<file path="config.mk">
export PLATFORM = sky130hd
export DESIGN_NAME = relay_gain_sequencer_flat
export DESIGN_NICKNAME = d
export VERILOG_FILES = /design/src/rtl/relay_gain_sequencer_if.sv /design/src/rtl/relay_gain_sequencer.sv /design/src/flat_wrapper.sv
export SDC_FILE = /design/constraint.sdc
export NUM_CORES = 1
export LEC_CHECK = 0
export ABC_AREA = 1
export ABC_CLOCK_PERIOD_IN_PS = 1600
export BUFFER_PORTS_ARGS = -buffer_cell sky130_fd_sc_hd__buf_2
export CAP_MARGIN = 20
export CORE_MARGIN = 1.5
export CORE_UTILIZATION = 40
export CTS_BUF_LIST = sky130_fd_sc_hd__clkbuf_8
export CTS_CLUSTER_DIAMETER = 60
export DETAILED_ROUTE_END_ITERATION = 7
export PLACE_DENSITY_LB_ADDON = 0.08
export SLEW_MARGIN = 20
export SYNTH_ARGS = -nofsm -noshare
export SYNTH_HDL_FRONTEND = slang
export SYNTH_SLANG_ARGS = --single-unit
</file>
<file path="constraint.sdc">
create_clock -name adc_clk -period 1.6 [get_ports adc_clk]
set_input_delay 0.24 -clock adc_clk [delete_from_list [all_inputs] [get_ports adc_clk]]
set_output_delay 0.24 -clock adc_clk [all_outputs]
set_load 0.1 [all_outputs]
</file>
<file path="src/rtl/relay_gain_sequencer_if.sv">
// Relay-control bundle between auto_gain_control and the relay sequencer.
// The master side drives the gain request and raw samples; the slave side reports coil state and blanked data.
interface relay_gain_sequencer_if;
    logic [1:0]  relay_ctrl;
    logic        stable;
    logic [11:0] adc_data;
    logic [3:0]  relay_coil;
    logic [1:0]  gain_code;
    logic        settling;
    logic [11:0] adc_data_out;
    logic        adc_valid;
    logic        gain_locked;
    logic [15:0] switch_count;

    modport master (
        output relay_ctrl, stable, adc_data,
        input  relay_coil, gain_code, settling, adc_data_out, adc_valid, gain_locked, switch_count
    );

    modport slave (
        input  relay_ctrl, stable, adc_data,
        output relay_coil, gain_code, settling, adc_data_out, adc_valid, gain_locked, switch_count
    );
endinterface

</file>
<file path="src/rtl/relay_gain_sequencer.sv">
// Debounces gain requests, then drives relay coils break-before-make and blanks ADC samples while switching.
// Coil/gain/status update on the edge the FSM changes state; sample path has 1-cycle latency, no backpressure.
module relay_gain_sequencer #(
    parameter int DEBOUNCE_CYCLES = 4,
    parameter int BREAK_CYCLES    = 50,
    parameter int SETTLE_CYCLES   = 2000,
    parameter int TIMER_W         = 16
) (
    input  logic                    adc_clk,
    input  logic                    rst_n,
    relay_gain_sequencer_if.slave   io_bus
);

    typedef enum logic [1:0] {S_IDLE, S_DEBOUNCE, S_BREAK, S_MAKE} state_t;

    localparam logic [TIMER_W-1:0] DEB_LAST = TIMER_W'(DEBOUNCE_CYCLES - 1);
    localparam logic [TIMER_W-1:0] BRK_LAST = TIMER_W'(BREAK_CYCLES - 1);
    localparam logic [TIMER_W-1:0] SET_LAST = TIMER_W'(SETTLE_CYCLES - 1);

    state_t             r_state, w_state_nxt;
    logic [TIMER_W-1:0] r_timer, w_timer_nxt;
    logic [1:0]         r_cand, w_cand_nxt;
    logic [1:0]         r_target, w_target_nxt;
    logic [1:0]         r_gain, w_gain_nxt;
    logic [3:0]         r_coil, w_coil_nxt;
    logic [15:0]        r_count, w_count_nxt;
    logic [11:0]        r_data;
    logic               r_valid;
    logic               r_locked;
    logic               w_settling;

    assign w_settling = (r_state == S_BREAK) || (r_state == S_MAKE);

    always_comb begin
        w_state_nxt  = r_state;
        w_timer_nxt  = r_timer + 1'b1;
        w_cand_nxt   = r_cand;
        w_target_nxt = r_target;
        w_gain_nxt   = r_gain;
        w_count_nxt  = r_count;
        case (r_state)
            S_IDLE: begin
                w_timer_nxt = '0;
                if (io_bus.relay_ctrl != r_gain) begin
                    if (DEBOUNCE_CYCLES == 1) begin
                        w_state_nxt  = S_BREAK;
                        w_target_nxt = io_bus.relay_ctrl;
                    end else begin
                        w_state_nxt = S_DEBOUNCE;
                        w_cand_nxt  = io_bus.relay_ctrl;
                        w_timer_nxt = TIMER_W'(1);
                    end
                end
            end
            S_DEBOUNCE: begin
                // A different new request restarts the hold count rather than aborting.
                if (io_bus.relay_ctrl == r_gain) begin
                    w_state_nxt = S_IDLE;
                    w_timer_nxt = '0;
                end else if (io_bus.relay_ctrl != r_cand) begin
                    w_cand_nxt  = io_bus.relay_ctrl;
                    w_timer_nxt = TIMER_W'(1);
                end else if (r_timer == DEB_LAST) begin
                    w_state_nxt  = S_BREAK;
                    w_target_nxt = r_cand;
                    w_timer_nxt  = '0;
                end
            end
            S_BREAK: begin
                if (r_timer == BRK_LAST) begin
                    w_state_nxt = S_MAKE;
                    w_timer_nxt = '0;
                    w_gain_nxt  = r_target;
                    w_count_nxt = (r_count == 16'hFFFF) ? r_count : r_count + 16'd1;
                end
            end
            default: begin
                if (r_timer == SET_LAST) begin
                    w_state_nxt = S_IDLE;
                    w_timer_nxt = '0;
                end
            end
        endcase
        // Coil drive is registered from the next state so it never glitches through two coils.
        w_coil_nxt = (w_state_nxt == S_BREAK) ? 4'b0000 : (4'b0001 << w_gain_nxt);
    end

    always_ff @(posedge adc_clk) begin
        if (!rst_n) begin
            r_state  <= S_MAKE;
            r_timer  <= '0;
            r_cand   <= 2'd0;
            r_target <= 2'd0;
            r_gain   <= 2'd0;
            r_coil   <= 4'b0001;
            r_count  <= 16'd0;
            r_data   <= 12'd0;
            r_valid  <= 1'b0;
            r_locked <= 1'b0;
        end else begin
            r_state  <= w_state_nxt;
            r_timer  <= w_timer_nxt;
            r_cand   <= w_cand_nxt;
            r_target <= w_target_nxt;
            r_gain   <= w_gain_nxt;
            r_coil   <= w_coil_nxt;
            r_count  <= w_count_nxt;
            if (!w_settling) begin
                r_data  <= io_bus.adc_data;
                r_valid <= 1'b1;
            end else begin
                r_valid <= 1'b0;
            end
            r_locked <= io_bus.stable && (w_state_nxt == S_IDLE);
        end
    end

    assign io_bus.relay_coil   = r_coil;
    assign io_bus.gain_code    = r_gain;
    assign io_bus.settling     = w_settling;
    assign io_bus.adc_data_out = r_data;
    assign io_bus.adc_valid    = r_valid;
    assign io_bus.gain_locked  = r_locked;
    assign io_bus.switch_count = r_count;

endmodule

</file>
<file path="src/flat_wrapper.sv">
// flat-port wrapper written by rule: the top's interface ports become plain ports
module relay_gain_sequencer_flat 
#(
    parameter int DEBOUNCE_CYCLES = 4,
    parameter int BREAK_CYCLES    = 50,
    parameter int SETTLE_CYCLES   = 2000,
    parameter int TIMER_W         = 16
)
  (adc_clk, rst_n, io_bus_relay_ctrl, io_bus_stable, io_bus_adc_data, io_bus_relay_coil, io_bus_gain_code, io_bus_settling, io_bus_adc_data_out, io_bus_adc_valid, io_bus_gain_locked, io_bus_switch_count);
  relay_gain_sequencer_if io_bus_i ();
  input  logic adc_clk;
  input  logic rst_n;
  input wire logic [$bits(io_bus_i.relay_ctrl)-1:0] io_bus_relay_ctrl;
  input wire logic [$bits(io_bus_i.stable)-1:0] io_bus_stable;
  input wire logic [$bits(io_bus_i.adc_data)-1:0] io_bus_adc_data;
  output wire logic [$bits(io_bus_i.relay_coil)-1:0] io_bus_relay_coil;
  output wire logic [$bits(io_bus_i.gain_code)-1:0] io_bus_gain_code;
  output wire logic [$bits(io_bus_i.settling)-1:0] io_bus_settling;
  output wire logic [$bits(io_bus_i.adc_data_out)-1:0] io_bus_adc_data_out;
  output wire logic [$bits(io_bus_i.adc_valid)-1:0] io_bus_adc_valid;
  output wire logic [$bits(io_bus_i.gain_locked)-1:0] io_bus_gain_locked;
  output wire logic [$bits(io_bus_i.switch_count)-1:0] io_bus_switch_count;
  assign io_bus_i.relay_ctrl = io_bus_relay_ctrl;
  assign io_bus_i.stable = io_bus_stable;
  assign io_bus_i.adc_data = io_bus_adc_data;
  assign io_bus_relay_coil = io_bus_i.relay_coil;
  assign io_bus_gain_code = io_bus_i.gain_code;
  assign io_bus_settling = io_bus_i.settling;
  assign io_bus_adc_data_out = io_bus_i.adc_data_out;
  assign io_bus_adc_valid = io_bus_i.adc_valid;
  assign io_bus_gain_locked = io_bus_i.gain_locked;
  assign io_bus_switch_count = io_bus_i.switch_count;
  relay_gain_sequencer #(.DEBOUNCE_CYCLES(DEBOUNCE_CYCLES), .BREAK_CYCLES(BREAK_CYCLES), .SETTLE_CYCLES(SETTLE_CYCLES), .TIMER_W(TIMER_W)) u_core (.adc_clk(adc_clk), .rst_n(rst_n), .io_bus(io_bus_i));
endmodule
</file>
==> results <==
- Counting the buffers created by CTS gives 9.
- Measured against its own limit, the worst slew margin works out to 0.666.
- The clock skew is ~6 ps.
- Of the total power, the clock network draws 0.496.
- In this run the remaining antenna-violating nets after routing total 0.
- The total number of clock tree sinks is 58.
- The cell chosen for the clock root is sky130_fd_sc_hd__clkbuf_8.
- Detailed placement finished with a half-perimeter wire length of 4810 um.
- The average wire length per cell after detail routing is 11.8 um.
- The final-report hold violation count is 0.
- The most instantiated flip-flop cell in the synthesis netlist is sky130_fd_sc_hd__dfxtp_1.
- Measured along the x axis, the die boundary spans just under 90 um.
- The initial antenna violation count is 0.
- The count of pins over their slew limit was 0.
- Routability-driven placement finished with a final weighted congestion of approximately 0.86.
- The power consumption is around 3.0 mW.
- The die is 87.1 um tall.
- The first-pass GRT wire length is 11,400 um.
- Final hold analysis gives a worst-case slack of around 120 ps.
- The count of flip-flops with a built-in enable after synthesis is 0.
- The critical path buffer and inverter count is 3.
- The pre-antenna-repair detailed-routing pass consisted of 5 iterations.
- The clock passes through at most 2 buffers.
- The placeable core region is 6830 sq um.
- Across the VDD grid, the largest voltage drop is 530 uV.
- The post-synthesis cell type count is 30.
- The number of global-route vias before repair is between 2,000 and 3,000.
- The most repeated library cell on the critical path is sky130_fd_sc_hd__nand2_2.
- In this run the most used layer during global routing was met2.
- The Yosys step of the flow raised 0 warnings.
- For met2 alone, demand over resource in global routing was 0.310.
- Once placement finished, the instance area stood at 3350 sq um.
- The launching element type of the critical path is a register.
- The area growth from synthesis to layout is 30.4%.
- The global routing usage on met1 is 0.238.
- The clock tree from TritonCTS is yes.
- Setup repair after global routing could not meet its margin everywhere.
- The synthesized netlist net count is about 420.
- The internal power of the cells totals 2.34 mW.
- Once routing completed, OpenROAD measured the worst setup slack at 68.1 ps.
- The run finished with clean final reports.
- After the first detailed-routing iteration, the DRC count stood at a little under 100.
- After synthesis the cells add up to 2830 sq um.
- Of the available clock period, the critical path in the final layout requires 0.957.
- The initial utilization of the core area, before any placement, comes to 0.414.
- The pre-CTS setup slack is 10.7 ps.
- The arrival time at the worst endpoint is around 1700 ps.
- The sequential fraction of design power is 0.473.
- At the pin with the least slew margin, the transition time is 501 ps.
- The slack of the worst reg-to-reg path is 70 ps.
- The critical path goes through nor2_2 > nand2_2 > nor2_4 > buf_4 > nand2_2 > clkinv_1 > nand3_4 > buf_6 > nand2_1 > a21oi_1.
- The number of antenna diodes in the final layout is 0.
- The non-filler instance count after layout is roughly 570.
- Of the cells placed in the final design, the portion with a size suffix greater than 1 is 0.308.
- In this run the number of H-tree levels came out at 3.
- The worst register-to-register path ends at u_core.io_bus.switch_count[11].
- The critical path class is reg -> reg.
- The library cell used most frequently in the layout, excluding fill and tap cells, is sky130_fd_sc_hd__nand2_1.
- The fraction of synthesis flops using an asynchronous set or reset pin is 0.
- In this run the tool buffered the top-level ports with 53 buffer cells.
- For this run, global-route usage on met3 was measured as 0.0427.
- For this block, the routed nets add up to 6750 um of wire.
- Setup violations remaining at the end of the flow were counted as 0.
- In the global route stage, overall resource usage came out at 0.191.
- The length in cells of the worst reg-to-reg path is 10.
- The fraction of power consumed by combinational cells is 0.031.
- In this run the critical register-to-register path is launched from u_core.r_timer[11].
- The total non-filler cell area in the finished layout is 3690 sq um.
- Across all layers, the routed design uses 2,761 vias.
- The share of the Yosys chip area taken by registers is 0.410.
- The site row count is 30.
- The clock latency of the later-clocked register in the worst-skew pair is 340 ps.
- The library cell contributing the largest single delay on the critical path is sky130_fd_sc_hd__dfxtp_2.
- The post-synthesis cell count is 404.
- The upper clock frequency limit is about 650 MHz.
- The final critical-path required period is 1530 ps.
- The worst hold path belongs to the class in -> reg.
- Following the worst setup path forward leads to its endpoint at u_core.io_bus.switch_count[11].
- For this run, the post-layout net count is 493.
- The data required time of the critical path is 1800 ps.
- Across the run, the number of max-cap violations was 0.
- Counting buffers and inverters, the worst setup path is 10 cells deep.
- Synthesis inferred 58 register bits.
- The switching power total is 697 uW.
- Hold repair after CTS inserted 0 buffers.
- The delay of the slowest cell on the worst path is 350 ps.
- Of the total power, the share spent switching nets is 0.229.
- The clock-pin slew reported for the worst setup and hold paths after clock tree synthesis is ~70 ps.
- Summed over all cells, the static leakage comes to 1.53 nW.
- After detailed routing, the number of vias per cell comes to 4.81.
- Measured on the finished design, the core utilization comes to 0.540.
- 54 I/O pins were placed.
- The total grt overflow is 0.
- The kind of cell with the highest combined delay on the critical path is simple AND/OR/NAND/NOR gates.
- The top cell types in the final layout, fill and taps aside, are 81 x sky130_fd_sc_hd__nand2_1, 72 x sky130_fd_sc_hd__nor2_1, 52 x sky130_fd_sc_hd__buf_2.
- The critical path starts at u_core.r_timer[11].
- After detailed placement, the design holds a cell count of between 500 and 600.
- The pin count of the biggest net entering global routing is 21.
- The critical path capture point type is a register.
- The total power divided by cell area is 824 nW/um^2.
- Summed over all failing endpoints, the final setup total negative slack is 0 ps.
- For this run, design rule violations remaining after detail routing come to 0.
- In this run the worst path has a maximum fanout of 12.
- The mean cell area of the mapped netlist is between 7 and 8 sq um.
- The die covers 7590 sq um.
-- cell usage after synthesis (3+ instances only) --
cell                       instances  area (sq um)
sky130_fd_sc_hd__nand2_1          86           323
sky130_fd_sc_hd__nor2_1           76           285
sky130_fd_sc_hd__dfxtp_1          58          1160
sky130_fd_sc_hd__inv_1            35           131
sky130_fd_sc_hd__nand3_1          25           125
sky130_fd_sc_hd__o21ai_0          23           115
sky130_fd_sc_hd__a21oi_1          21           105
sky130_fd_sc_hd__xor2_1           10          87.6
sky130_fd_sc_hd__nand4_1           9          56.3
sky130_fd_sc_hd__nor3_1            9          45.0
sky130_fd_sc_hd__xnor2_1           8          70.1
sky130_fd_sc_hd__clkbuf_1          6          22.5
sky130_fd_sc_hd__inv_2             5          18.8
sky130_fd_sc_hd__o21ai_1           4          20.0
sky130_fd_sc_hd__ha_1              3          37.5
sky130_fd_sc_hd__nand2_2           3          18.8
sky130_fd_sc_hd__nand3_2           3          30.0
sky130_fd_sc_hd__nor3_2            3          30.0
-- tightest hold or removal path, stage by stage --
cell,delay [ps]
sky130_fd_sc_hd__buf_2,100
sky130_fd_sc_hd__inv_1,40
sky130_fd_sc_hd__nor3_1,40
-- how the worst min path moves through the flow --
| stage | end | from | cells after the start |
|---|---|---|---|
| 2_1_floorplan | u_core.io_bus.gain_locked | io_bus_stable | 2 |
| 3_3_place_gp | u_core.io_bus.adc_data_out[8] | u_core.io_bus.adc_data_out[8] | 2 |
| 3_5_place_dp | u_core.io_bus.adc_data_out[8] | u_core.io_bus.adc_data_out[8] | 2 |
| 4_1_cts | u_core.io_bus.gain_locked | io_bus_stable | 3 |
| 5_1_grt | u_core.io_bus.gain_locked | io_bus_stable | 3 |
| 6_report | u_core.io_bus.gain_locked | io_bus_stable | 3 |
-- power groups by stage --
stage                     logic (mW)  registers (mW)  clock network, mW
after detailed placement      0.0900            1.47                  0
after floorplan               0.0540            1.47                  0
final                         0.0933            1.44               1.51
after global placement        0.0890            1.47                  0
after CTS                     0.0914            1.44               1.54
after global routing           0.109            1.44               1.62
-- timing repair --
item | CTS | global route
buffers inserted | 0 | 2
gates resized for setup | 1 | 31
setup endpoints to repair | 1 | 40
pin swaps | 0 | 8
gates cloned | 0 | 0
-- sequential cells by signal, indices dropped and copies added (netlist names) --
name and flops:
u_core.io_bus.gain_locked 1, u_core.r_timer 16, u_core.io_bus.gain_code 2, u_core.io_bus.switch_count 16
u_core.r_cand 2, u_core.r_state 2, u_core.io_bus.adc_data_out 12, u_core.io_bus.relay_coil 4
u_core.io_bus.adc_valid 1, u_core.r_target 2
-- routing by layer --
| layer | routed length, um | vias to the layer above |
|---|---|---|
| met1 | 3050 | 1252 |
| met4 | 107 | 0 |
| met2 | 3240 | 65 |
| met5 | 0 | - |
| li1 | - | 1432 |
| met3 | 352 | 12 |
-- final cells by class --
type | count | area (sq um)
clock buffers | 9 | 124
clock inverters | 7 | 93.8
fillers | 703 | 3140
inverters | 42 | 168
multi-input cells | 294 | 1570
flip-flops and latches | 58 | 1210
well taps | 96 | 120
repair buffers | 68 | 397
-- cell families (layout without fill, tap and decap cells) --
kind of cell / after synthesis / in the layout / share of synthesized area
xor gates and xnor gates: 18 / 18 / 0.0557
adders and majority gates: 3 / 3 / 0.0133
buffers and inverters: 52 / 126 / 0.0743
AOI/OAI and AO/OA: 52 / 52 / 0.0955
DFF: 58 / 58 / 0.410
and+or+nand+nor: 221 / 221 / 0.351
(Power assumes the default switching activity.)
